===== src/rtl/mdu_pkg.sv =====
// Shared MDU definitions: op codes, issue FSM states,
// default latencies and small op classification helpers.
package mdu_pkg;

  typedef enum logic [2:0] {
    MDU_NONE  = 3'd0,
    MDU_MTHI  = 3'd1,
    MDU_MTLO  = 3'd2,
    MDU_MULT  = 3'd3,
    MDU_MULTU = 3'd4,
    MDU_DIV   = 3'd5,
    MDU_DIVU  = 3'd6,
    MDU_RSVD  = 3'd7
  } mdu_op_e;

  typedef enum logic [1:0] {
    ST_IDLE  = 2'd0,
    ST_ISSUE = 2'd1,
    ST_WAIT  = 2'd2
  } mdu_state_e;

  localparam int MDU_CNT_W        = 4;
  localparam int MDU_MULT_CYC_DEF = 5;
  localparam int MDU_DIV_CYC_DEF  = 10;

  // Op that the MDU actually executes (reserved code
  // behaves like NONE).
  function automatic logic op_real(
    input logic [2:0] op
  );
    return (op != MDU_NONE) && (op != MDU_RSVD);
  endfunction

  function automatic logic op_is_mul(
    input logic [2:0] op
  );
    return (op == MDU_MULT) || (op == MDU_MULTU);
  endfunction

  function automatic logic op_is_div(
    input logic [2:0] op
  );
    return (op == MDU_DIV) || (op == MDU_DIVU);
  endfunction

endpackage


===== src/rtl/mdu_lat.sv =====
// Latency lookup: op code -> MDU busy cycles.
// Ports: i_op (op code), o_lat (busy length, 0 for MT*/none).
module mdu_lat
  import mdu_pkg::*;
#(
  parameter int MULT_CYCLES = MDU_MULT_CYC_DEF,
  parameter int DIV_CYCLES  = MDU_DIV_CYC_DEF
) (
  input  logic [2:0]           i_op,
  output logic [MDU_CNT_W-1:0] o_lat
);

  localparam logic [MDU_CNT_W-1:0] LAT_MUL =
    MDU_CNT_W'(MULT_CYCLES);
  localparam logic [MDU_CNT_W-1:0] LAT_DIV =
    MDU_CNT_W'(DIV_CYCLES);

  always_comb begin
    o_lat = '0;
    unique case (1'b1)
      op_is_mul(i_op): o_lat = LAT_MUL;
      op_is_div(i_op): o_lat = LAT_DIV;
      default:         o_lat = '0;
    endcase
  end

endmodule


===== src/rtl/mdu_issue.sv =====
// E-stage MDU issue controller: registers start/op/operands,
// tracks latency, drives stall, flags busy mismatches.
// Ports: clk/res; e_valid,e_op,e_a,e_b from E; d_mdu from D;
// mdu_busy from MDU; mdu_start,mdu_op,mdu_a,mdu_b to MDU;
// stall to hazard unit; err sticky mismatch flag.
module mdu_issue
  import mdu_pkg::*;
#(
  parameter int MULT_CYCLES = MDU_MULT_CYC_DEF,
  parameter int DIV_CYCLES  = MDU_DIV_CYC_DEF
) (
  input  logic        clk,
  input  logic        res,
  input  logic        e_valid,
  input  logic [2:0]  e_op,
  input  logic [31:0] e_a,
  input  logic [31:0] e_b,
  input  logic        d_mdu,
  input  logic        mdu_busy,
  output logic        mdu_start,
  output logic [2:0]  mdu_op,
  output logic [31:0] mdu_a,
  output logic [31:0] mdu_b,
  output logic        stall,
  output logic        err
);

  mdu_state_e           r_state;
  logic [MDU_CNT_W-1:0] r_cnt;
  logic                 r_start;
  logic [2:0]           r_op;
  logic [31:0]          r_a;
  logic [31:0]          r_b;
  logic                 r_err;

  logic [MDU_CNT_W-1:0] w_lat;
  logic                 w_e_any;
  logic                 w_e_req;
  logic                 w_idle;
  logic                 w_err_set;

  mdu_lat #(
    .MULT_CYCLES (MULT_CYCLES),
    .DIV_CYCLES  (DIV_CYCLES)
  ) u_lat (
    .i_op  (r_op),
    .o_lat (w_lat)
  );

  assign w_e_any = e_valid && (e_op != MDU_NONE);
  assign w_e_req = e_valid && op_real(e_op);
  assign w_idle  = (r_state == ST_IDLE);

  // Any disagreement between our latency model and
  // the MDU, an op arriving while one is in flight,
  // or a reserved op code.
  always_comb begin
    w_err_set = 1'b0;
    unique case (r_state)
      ST_WAIT:  w_err_set = !mdu_busy;
      ST_IDLE:  w_err_set = mdu_busy;
      ST_ISSUE: w_err_set = mdu_busy;
      default:  w_err_set = 1'b1;
    endcase
    if (w_e_any && !w_idle)
      w_err_set = 1'b1;
    if (e_valid && (e_op == MDU_RSVD))
      w_err_set = 1'b1;
  end

  always_ff @(posedge clk) begin
    if (res) begin
      r_state <= ST_IDLE;
      r_cnt   <= '0;
      r_start <= 1'b0;
      r_op    <= '0;
      r_a     <= '0;
      r_b     <= '0;
      r_err   <= 1'b0;
    end else begin
      r_start <= 1'b0;
      unique case (r_state)
        ST_IDLE: begin
          if (w_e_req) begin
            r_op    <= e_op;
            r_a     <= e_a;
            r_b     <= e_b;
            r_start <= 1'b1;
            r_state <= ST_ISSUE;
          end
        end
        ST_ISSUE: begin
          r_cnt <= w_lat;
          if (w_lat == '0)
            r_state <= ST_IDLE;
          else
            r_state <= ST_WAIT;
        end
        ST_WAIT: begin
          r_cnt <= r_cnt - 1'b1;
          // <= 1 also guards a zero count
          if (r_cnt <= MDU_CNT_W'(1))
            r_state <= ST_IDLE;
        end
        default: r_state <= ST_IDLE;
      endcase
      if (w_err_set)
        r_err <= 1'b1;
    end
  end

  assign mdu_start = r_start;
  assign mdu_op    = r_op;
  assign mdu_a     = r_a;
  assign mdu_b     = r_b;
  assign err       = r_err;

  assign stall = !res && d_mdu &&
                 (!w_idle || w_e_req);

endmodule


===== config.mk =====
export PLATFORM = sky130hd
export DESIGN_NAME = mdu_issue
export DESIGN_NICKNAME = d
export VERILOG_FILES = /design/src/rtl/mdu_pkg.sv /design/src/rtl/mdu_lat.sv /design/src/rtl/mdu_issue.sv
export SDC_FILE = /design/constraint.sdc
export NUM_CORES = 1
export LEC_CHECK = 0
export CAP_MARGIN = 20
export CORE_ASPECT_RATIO = 0.5
export CORE_MARGIN = 10
export CORE_UTILIZATION = 32
export DETAILED_ROUTE_END_ITERATION = 8
export PLACE_DENSITY = 0.65
export SLEW_MARGIN = 20
export SYNTH_ARGS = -nofsm -noshare
export SYNTH_HDL_FRONTEND = slang
export SYNTH_SLANG_ARGS = --single-unit

===== constraint.sdc =====
create_clock -name clk -period 4.31 [get_ports clk]
set_input_delay 1.0775 -clock clk [delete_from_list [all_inputs] [get_ports clk]]
set_output_delay 1.0775 -clock clk [all_outputs]
set_load 0.005 [all_outputs]

=== Word level (Yosys, flattened, before mapping) ===
Index checks and enable logic that the tools add are counted.

* Logic and storage cells: 51
* Input bits: 72
* Register bits: 75

* Order comparisons: 1
* Bitwise logic cells: 1
* Equality and inequality tests: 10
* $add $sub $neg: 1
* Reduce and logical (&&, ||, !) cells: 21
* Muxes and demuxes: 10

{| class="wikitable"
|+ Operators by type and width
! kind !! count
|-
| 4-bit case mux with 2 select lines || 2
|-
| 3-bit == test, second input constant || 4
|-
| 1-bit logical AND || 7
|-
| 2-bit 2-to-1 mux || 3
|-
| 2-bit case mux with 3 select lines || 1
|-
| 4-bit by 1-bit less-or-equal comparator with 1-bit output, second input constant || 1
|-
| 4-bit zero test || 1
|-
| 2-bit != test, second input constant || 2
|-
| 2-bit AND reduction || 2
|-
| 2-bit OR reduction || 2
|-
| 4-bit by 1-bit subtractor with 4-bit output, second input constant || 1
|-
| 3-bit by 2-bit == test with 1-bit output, second input constant || 1
|-
| 1-bit zero test || 3
|-
| 1-bit logical OR || 3
|-
| 1-bit 2-to-1 mux || 3
|-
| 3-bit != test, second input constant || 1
|-
| 3-bit nonzero test || 1
|-
| 2-bit by 1-bit == test with 1-bit output, second input constant || 1
|-
| 2-bit == test, second input constant || 1
|-
| 2-bit zero test || 1
|-
| 1-bit case mux with 2 select lines || 1
|-
| 2-bit nonzero test || 1
|-
| 1-bit NOT || 1
|}

=== Logic depth before layout (Yosys ltp) ===
Gate-level depths: netlist of the first run.

* Depth after elaboration: 6
* Gate-level depth with buffers: 8
* Depth with buffers taken out: 6

=== By module ===
Synthesis of the first run repeated with hierarchy kept, for this count alone.

* Cells, all modules: 365
* Area, all modules: 2966.6 um2

{| class="wikitable"
|+ Modules (own cells, without submodules)
! module !! area an instance (um2) !! times used !! seq. area each (um2) !! cells each
|-
| mdu_issue || 2920.3 || 1 || 1501.4 || 358
|-
| mdu_lat || 46.3 || 1 || 0.0 || 7
|}

=== Least setup slack after synthesis of the first run ===
Ideal clock, no wire load.

* Kind: in2out
* From: in e_op[2]
* To: out stall
* Stages on the path: 3
* Path slack: 1392 ps
* Arrival time: 1841 ps
* Buffers on the path: 0
* Data required time: 3233 ps
* Path through: or3_4 > a31oi_1 > nor3b_1

* Word-level cells in the longest chain between the ends: 5
* Elaborated cells between the ends (all ways): 6
* Classes of those cells: eq/ne: 1; reduce/logical: 5

{| class="wikitable"
|+ Ends and longest elaborated chain
! item !! line !! RTL
|-
| start: declaration || mdu_issue.sv:15 || <nowiki>input logic [2:0] e_op,</nowiki>
|-
| 3-bit != test or 3-bit nonzero test (tied branches) || mdu_pkg.sv:31 || <nowiki>return (op != MDU_NONE) && (op != MDU_RSVD);</nowiki>
|-
| 1-bit logical AND * || mdu_pkg.sv:31 ||
|-
| 1-bit logical AND * || mdu_issue.sv:51 || <nowiki>assign w_e_req = e_valid && op_real(e_op);</nowiki>
|-
| 1-bit logical OR * || mdu_issue.sv:119 || <nowiki>(!w_idle || w_e_req);</nowiki>
|-
| 1-bit logical AND * || mdu_issue.sv:118 || <nowiki>assign stall = !res && d_mdu &&</nowiki>
|-
| end: declaration || mdu_issue.sv:24 || <nowiki>output logic stall,</nowiki>
|}

Every way passes the cells marked *; elsewhere a longest branch is shown, timed or not.

=== Final worst setup path of the first run ===
* From: in e_op[0]
* To: out stall

Same word-level chain as after synthesis.

==> impl_metrics.env, run 1 <==
export IMPL_place_inst=600
export IMPL_required_ns=3.23
export IMPL_die_x_um=156
export IMPL_ant_nets=0
export IMPL_grt_pass1_vias=2630
export IMPL_p_leak_nw=1.70
export IMPL_hp_start="mdu_b[20]$_SDFFE_PP0P_"
export IMPL_r2r_end="mdu_op[0]$_SDFFE_PP0P_"
export IMPL_gr_usage_met3_pct=4.99
export IMPL_place_ws_ns=0.491
export IMPL_start_util_pct=33.4
export IMPL_antenna_found_initial=0
export IMPL_postCtsHoldBufs=0
export IMPL_syn_cell_area_mm2=0.00296
export IMPL_via_per_inst=4.43
export IMPL_critPathKind="primary input to output pin"
export IMPL_cts_sinks=75
export IMPL_cts_inserted_buffers=9
export IMPL_cts_setup_buffers=0
export IMPL_cts_resized=0
export IMPL_rr_startpoint="r_state[0]$_SDFFE_PP0P_"
export IMPL_hold_path_class="flop to flop"
export IMPL_crit_path_start_kind="primary input"
export IMPL_async_reset_ff_share_pct=0
export IMPL_p_comb_share_pct=20.0
export IMPL_critPathArrivalTime_ns=2.74
export IMPL_gp_congestion=0.746
export IMPL_internal_power_mw=1.42
export IMPL_syn_to_final_growth_pct=58.4
export IMPL_hold_depth=2
export IMPL_p_sw_mw=0.499
export IMPL_grt_pass1_wl_um=14000
export IMPL_report_power_total_mw=1.92
export IMPL_cts_tree="done"
export IMPL_grt_usage_pct=12.9
export IMPL_ys_types=29
export IMPL_drive_gt1_share_pct=8.82
export IMPL_drt_iter0_drc=136
export IMPL_slew_violations=0
export IMPL_clock_power_share_pct=39.2
export IMPL_grt_busiest_layer="met2"
export IMPL_vias=2729
export IMPL_fin_ws_ns=0.494
export IMPL_tightest_slew_ns=0.859
export IMPL_vdd_drop_max_v=0.000204
export IMPL_clk_pin_slew_ns=0.06
export IMPL_cp_end_kind="output pin"
export IMPL_portBuffers=141
export IMPL_clk_latency_ns=0.33
export IMPL_max_freq_mhz=262
export IMPL_rsz0062_at_grt="false"
export IMPL_register_area_mm2=0.00150
export IMPL_seqPwrFrac_pct=40.8
export IMPL_multiInputGateArea_mm2=0.00128
export IMPL_die_area_mm2=0.0137
export IMPL_grt_overflow=0
export IMPL_drt_wl_total_um=9070
export IMPL_yosysSeqAreaShare_pct=50.8
export IMPL_grtUsageMet1_pct=13.5
export IMPL_path_max_fanout=5
export IMPL_rows=24
export IMPL_die_h_um=88.0
export IMPL_nets=573
export IMPL_grt_max_degree=77
export IMPL_swShare_pct=25.9
export IMPL_insertedDiodeCount=0
export IMPL_htreeDepth=3
export IMPL_synthCells=362
export IMPL_synth_seq_cells=75
export IMPL_tns_ns=0
export IMPL_use_met2_pct=23.2
export IMPL_wl_per_cell_um=14.7
export IMPL_max_cap_violations=0
export IMPL_relSlewSlack_pct=42.8
export IMPL_hold_slack_ns=0.452
export IMPL_hold_path_end="mdu_b[20]$_SDFFE_PP0P_"
export IMPL_finalSetupViolations=0
export IMPL_syn_nets=441
export IMPL_nFillCells=850
export IMPL_drtPass1Iterations=4
export IMPL_fin_worst_skew_ns=0.00375
export IMPL_outcome="complete, no violations"
export IMPL_p_per_area_mw_per_mm2=411
export IMPL_hpwl_um=6340
export IMPL_r2r_slack_ns=2.28
export IMPL_ys_flop_type="dfxtp_1"
export IMPL_hold_viol_final=0
export IMPL_clockBufferDepth=2
export IMPL_post_route_drc_count=0
export IMPL_fin_cells=616
export IMPL_period_minus_slack_ns=3.82
export IMPL_core_area_mm2=0.00886
export IMPL_rr_worst_depth=5
export IMPL_ios=142
export IMPL_synth_edf_count=0
export IMPL_yosysWarnings=0
export IMPL_cts_root_buf="clkbuf_16"
export IMPL_syn_area_per_cell_um2=8.17
export IMPL_timing_final_crit_share_pct=88.5
[how the worst max path moves through the flow]
stage | slack [ns] | depth (start not counted) | start | endpoint
finish | 0.49 | 5 | e_op[0] | stall
global route | 0.42 | 5 | e_op[0] | stall
CTS | 0.48 | 5 | e_op[0] | stall
detailed placement | 0.49 | 5 | e_op[0] | stall
global placement | 0.54 | 5 | e_op[0] | stall
floorplan | 1.39 | 3 | e_op[2] | stall
[state kept, by name, indices dropped and copies added (netlist names)]
signal     flops
mdu_start      1
r_state        2
r_cnt          4
err            1
mdu_op         3
mdu_b         32
mdu_a         32
[cell usage after synthesis, drive strengths merged, types with 2 or more instances]
master	instances	area, um2
nand2	139	547
dfxtp	75	1500
a21oi	73	403
buf	15	121
nor2	10	37.5
clkbuf	8	30.0
o21ai	8	40.0
ha	7	87.6
inv	6	22.5
nor3	2	10.0
nor3b	2	15.0
o22ai	2	12.5
or4b	2	20.0
xor2	2	17.5
[power by group through the flow]
stage | Clock, mW | Combinational, mW | Sequential [mW]
after floorplan | 0 | 0.186 | 0.803
after global placement | 0 | 0.389 | 0.798
after detailed placement | 0 | 0.391 | 0.800
after CTS | 0.778 | 0.395 | 0.785
after global routing | 0.806 | 0.430 | 0.793
final | 0.754 | 0.385 | 0.784
[final cells by class]
cell class | count | share of cell area, %
Clock buffer | 10 | 5.10
Clock inverter | 6 | 1.36
Inverter | 6 | 0.481
Multi-Input combinational cell | 258 | 27.4
Sequential cell | 75 | 32.1
Tap cell | 117 | 3.12
Timing Repair Buffer | 144 | 30.5
[logic make-up (layout without fill, tap and decap cells)]
family	after synthesis	count (layout)	share of synthesized area [%]
buf+inv	29	166	5.88
flops	75	75	50.8
xor+xnor	2	2	0.592
simple gates	162	162	23.4
fa+ha+maj	7	7	2.96
compound gates	87	87	16.4
[worst max-delay path, cell delays in order]
cell and delay [ns]:
clkdlybuf4s50_1 0.48, or3_4 0.41, a31oi_1 0.24, nor3b_1 0.08
clkdlybuf4s50_1 0.45
[placed cells by master (no fill, tap or decap), drive strengths merged]
cell type      instances
nand4                  1
nor2                  10
o31a                   1
o31ai                  1
nand3b                 1
ha                     7
a21boi                 1
a31oi                  1
or4b                   2
o21ai                  8
and4                   1
and3                   1
nand2                139
dfxtp                 75
a21oi                 73
clkinvlp               2
xor2                   2
nand3                  1
inv                    7
or3                    1
o22ai                  2
buf                    4
clkbuf                10
or3b                   1
clkinv                 2
nor3b                  2
bufinv                 1
clkdlybuf4s50        140
nor3                   2
[per-stage QoR]
step	area [um2]	utilization, %
finish	4680	52.9
global route	4680	52.9
CTS	4680	52.9
detailed placement	4380	49.5
global placement	4380	49.5
floorplan	2960	-
[routing by layer]
metal	vias up	routed length [um]
met5	-	0
met4	0	129
met3	11	520
met2	56	4760
met1	1220	3660
li1	1442	-
(Power assumes the default switching activity.)
==> run 2: changes to the inputs <==
--- a/config.mk
+++ b/config.mk
@@ -10,6 +10,8 @@
 export CORE_MARGIN = 10
 export CORE_UTILIZATION = 32
 export DETAILED_ROUTE_END_ITERATION = 8
+export GPL_TIMING_DRIVEN = 0
+export MAX_ROUTING_LAYER = met4
 export PLACE_DENSITY = 0.65
 export SLEW_MARGIN = 20
 export SYNTH_ARGS = -nofsm -noshare
==> impl_metrics.env, run 2 (synthesized netlist as in run 1, its figures left out) <==
export IMPL_hold_path_class="flop to flop"
export IMPL_p_leak_nw=1.77
export IMPL_relSlewSlack_pct=58.1
export IMPL_grt_usage_pct=13.8
export IMPL_final_common_cell="clkdlybuf4s50_1"
export IMPL_path_max_fanout=5
export IMPL_tns_ns=0
export IMPL_required_ns=3.23
export IMPL_die_x_um=156
export IMPL_htreeDepth=3
export IMPL_grt_overflow=0
export IMPL_cts_setup_buffers=0
export IMPL_grt_max_degree=12
export IMPL_postCtsHoldBufs=0
export IMPL_drtPass1Iterations=5
export IMPL_start_util_pct=33.4
export IMPL_clk_latency_ns=0.33
export IMPL_hold_slack_ns=0.452
export IMPL_grt_pass1_vias=2713
export IMPL_rows=24
export IMPL_outcome="complete, no violations"
export IMPL_nFillCells=820
export IMPL_layout_common_cells="clkdlybuf4s50_1, nand2_1, dfxtp_1, a21oi_1"
export IMPL_cts_inserted_buffers=9
export IMPL_hpwl_um=7330
export IMPL_core_area_mm2=0.00886
export IMPL_drt_iter0_drc=133
export IMPL_rr_startpoint="r_state[0]$_SDFFE_PP0P_"
export IMPL_vias=2881
export IMPL_hold_viol_final=0
export IMPL_post_route_drc_count=0
export IMPL_ant_nets=0
export IMPL_rsz0062_at_grt="false"
export IMPL_max_cap_violations=0
export IMPL_max_freq_mhz=244
export IMPL_gp_congestion=0.764
export IMPL_insertedDiodeCount=0
export IMPL_ios=142
export IMPL_portBuffers=141
export IMPL_clk_pin_slew_ns=0.06
export IMPL_clockBufferDepth=2
export IMPL_cts_root_buf="clkbuf_16"
export IMPL_crit_path_start_kind="primary input"
export IMPL_p_per_area_mw_per_mm2=406
export IMPL_slew_violations=0
export IMPL_critPathArrivalTime_ns=3.01
export IMPL_cts_tree="done"
export IMPL_period_minus_slack_ns=4.09
export IMPL_startpoint="e_op[0]"
export IMPL_via_per_inst=4.54
export IMPL_wl_per_cell_um=15.0
export IMPL_cts_resized=0
export IMPL_syn_to_final_growth_pct=62.6
export IMPL_tightest_slew_ns=0.629
export IMPL_critPathKind="primary input to output pin"
export IMPL_cp_end_kind="output pin"
export IMPL_design_area_mm2=0.00481
export IMPL_drt_wl_total_um=9550
export IMPL_die_h_um=88.0
export IMPL_cts_sinks=75
export IMPL_die_area_mm2=0.0137
export IMPL_hp_start="mdu_a[30]$_SDFFE_PP0P_"
export IMPL_finalSetupViolations=0
export IMPL_grt_pass1_wl_um=14500
export IMPL_nets=593
export IMPL_fin_worst_skew_ns=0.00777
export IMPL_place_area_mm2=0.00452
export IMPL_timing_final_crit_share_pct=94.9
export IMPL_drive_gt1_share_pct=10.0
export IMPL_vdd_drop_max_v=0.000274
export IMPL_antenna_found_initial=0
[run 2: final timing paths]
| path | to | slack [ns] | cells past startpoint |
|---|---|---|---|
| worst max-delay path | stall | 0.22 | 5 |
| worst min-delay path | mdu_a[30]$_SDFFE_PP0P_ | 0.45 | 2 |
| worst max register to register | r_state[1]$_SDFFE_PP0P_ | 2.53 | 6 |
| worst min register to register | mdu_a[30]$_SDFFE_PP0P_ | 0.45 | 2 |
[run 2: critical path, cell delays in order]
cell and delay (ns):
clkdlybuf4s50_1 0.48, or3_4 0.42, a31oi_1 0.47, nor3b_1 0.10
clkdlybuf4s50_1 0.47
[run 2: layout make-up]
cell class                      count  area [um2]  share of cell area (%)
Multi-Input combinational cell    258        1280                    26.7
Timing Repair Buffer              141        1410                    29.3
Inverter                            6        22.5                   0.468
Clock buffer                       13         260                    5.41
Tap cell                          117         146                    3.04
Buffer                             23         151                    3.15
Clock inverter                      2        35.0                   0.728
Sequential cell                    75        1500                    31.2
[run 2: stage by stage]
stage / util, % / total power [mW] / std cells / worst slack [ns]
after floorplan: - / 0.989 / 362 / 1.39
after global placement: 51.0 / 1.22 / 620 / 0.241
after detailed placement: 51.0 / 1.22 / 620 / 0.231
after CTS: 54.3 / 1.98 / 635 / 0.232
after global routing: 54.3 / 2.05 / 635 / 0.146
final: 54.3 / 1.95 / 635 / 0.220
[run 2: per-layer routing]
| metal | global-route usage, % | part of all wire, % | vias up |
|---|---|---|---|
| li1 | - | - | 1496 |
| met1 | 15.6 | 44 | 1303 |
| met2 | 22.6 | 49 | 71 |
| met3 | 4.79 | 5.5 | 11 |
| met4 | 4.34 | 1.6 | 0 |
| met5 | - | 0 | - |
[run 2: where the power goes]
part / switching, mW / internal [mW]
Combinational: 0.186 / 0.229
Clock: 0.277 / 0.476
Sequential: 0.0329 / 0.753
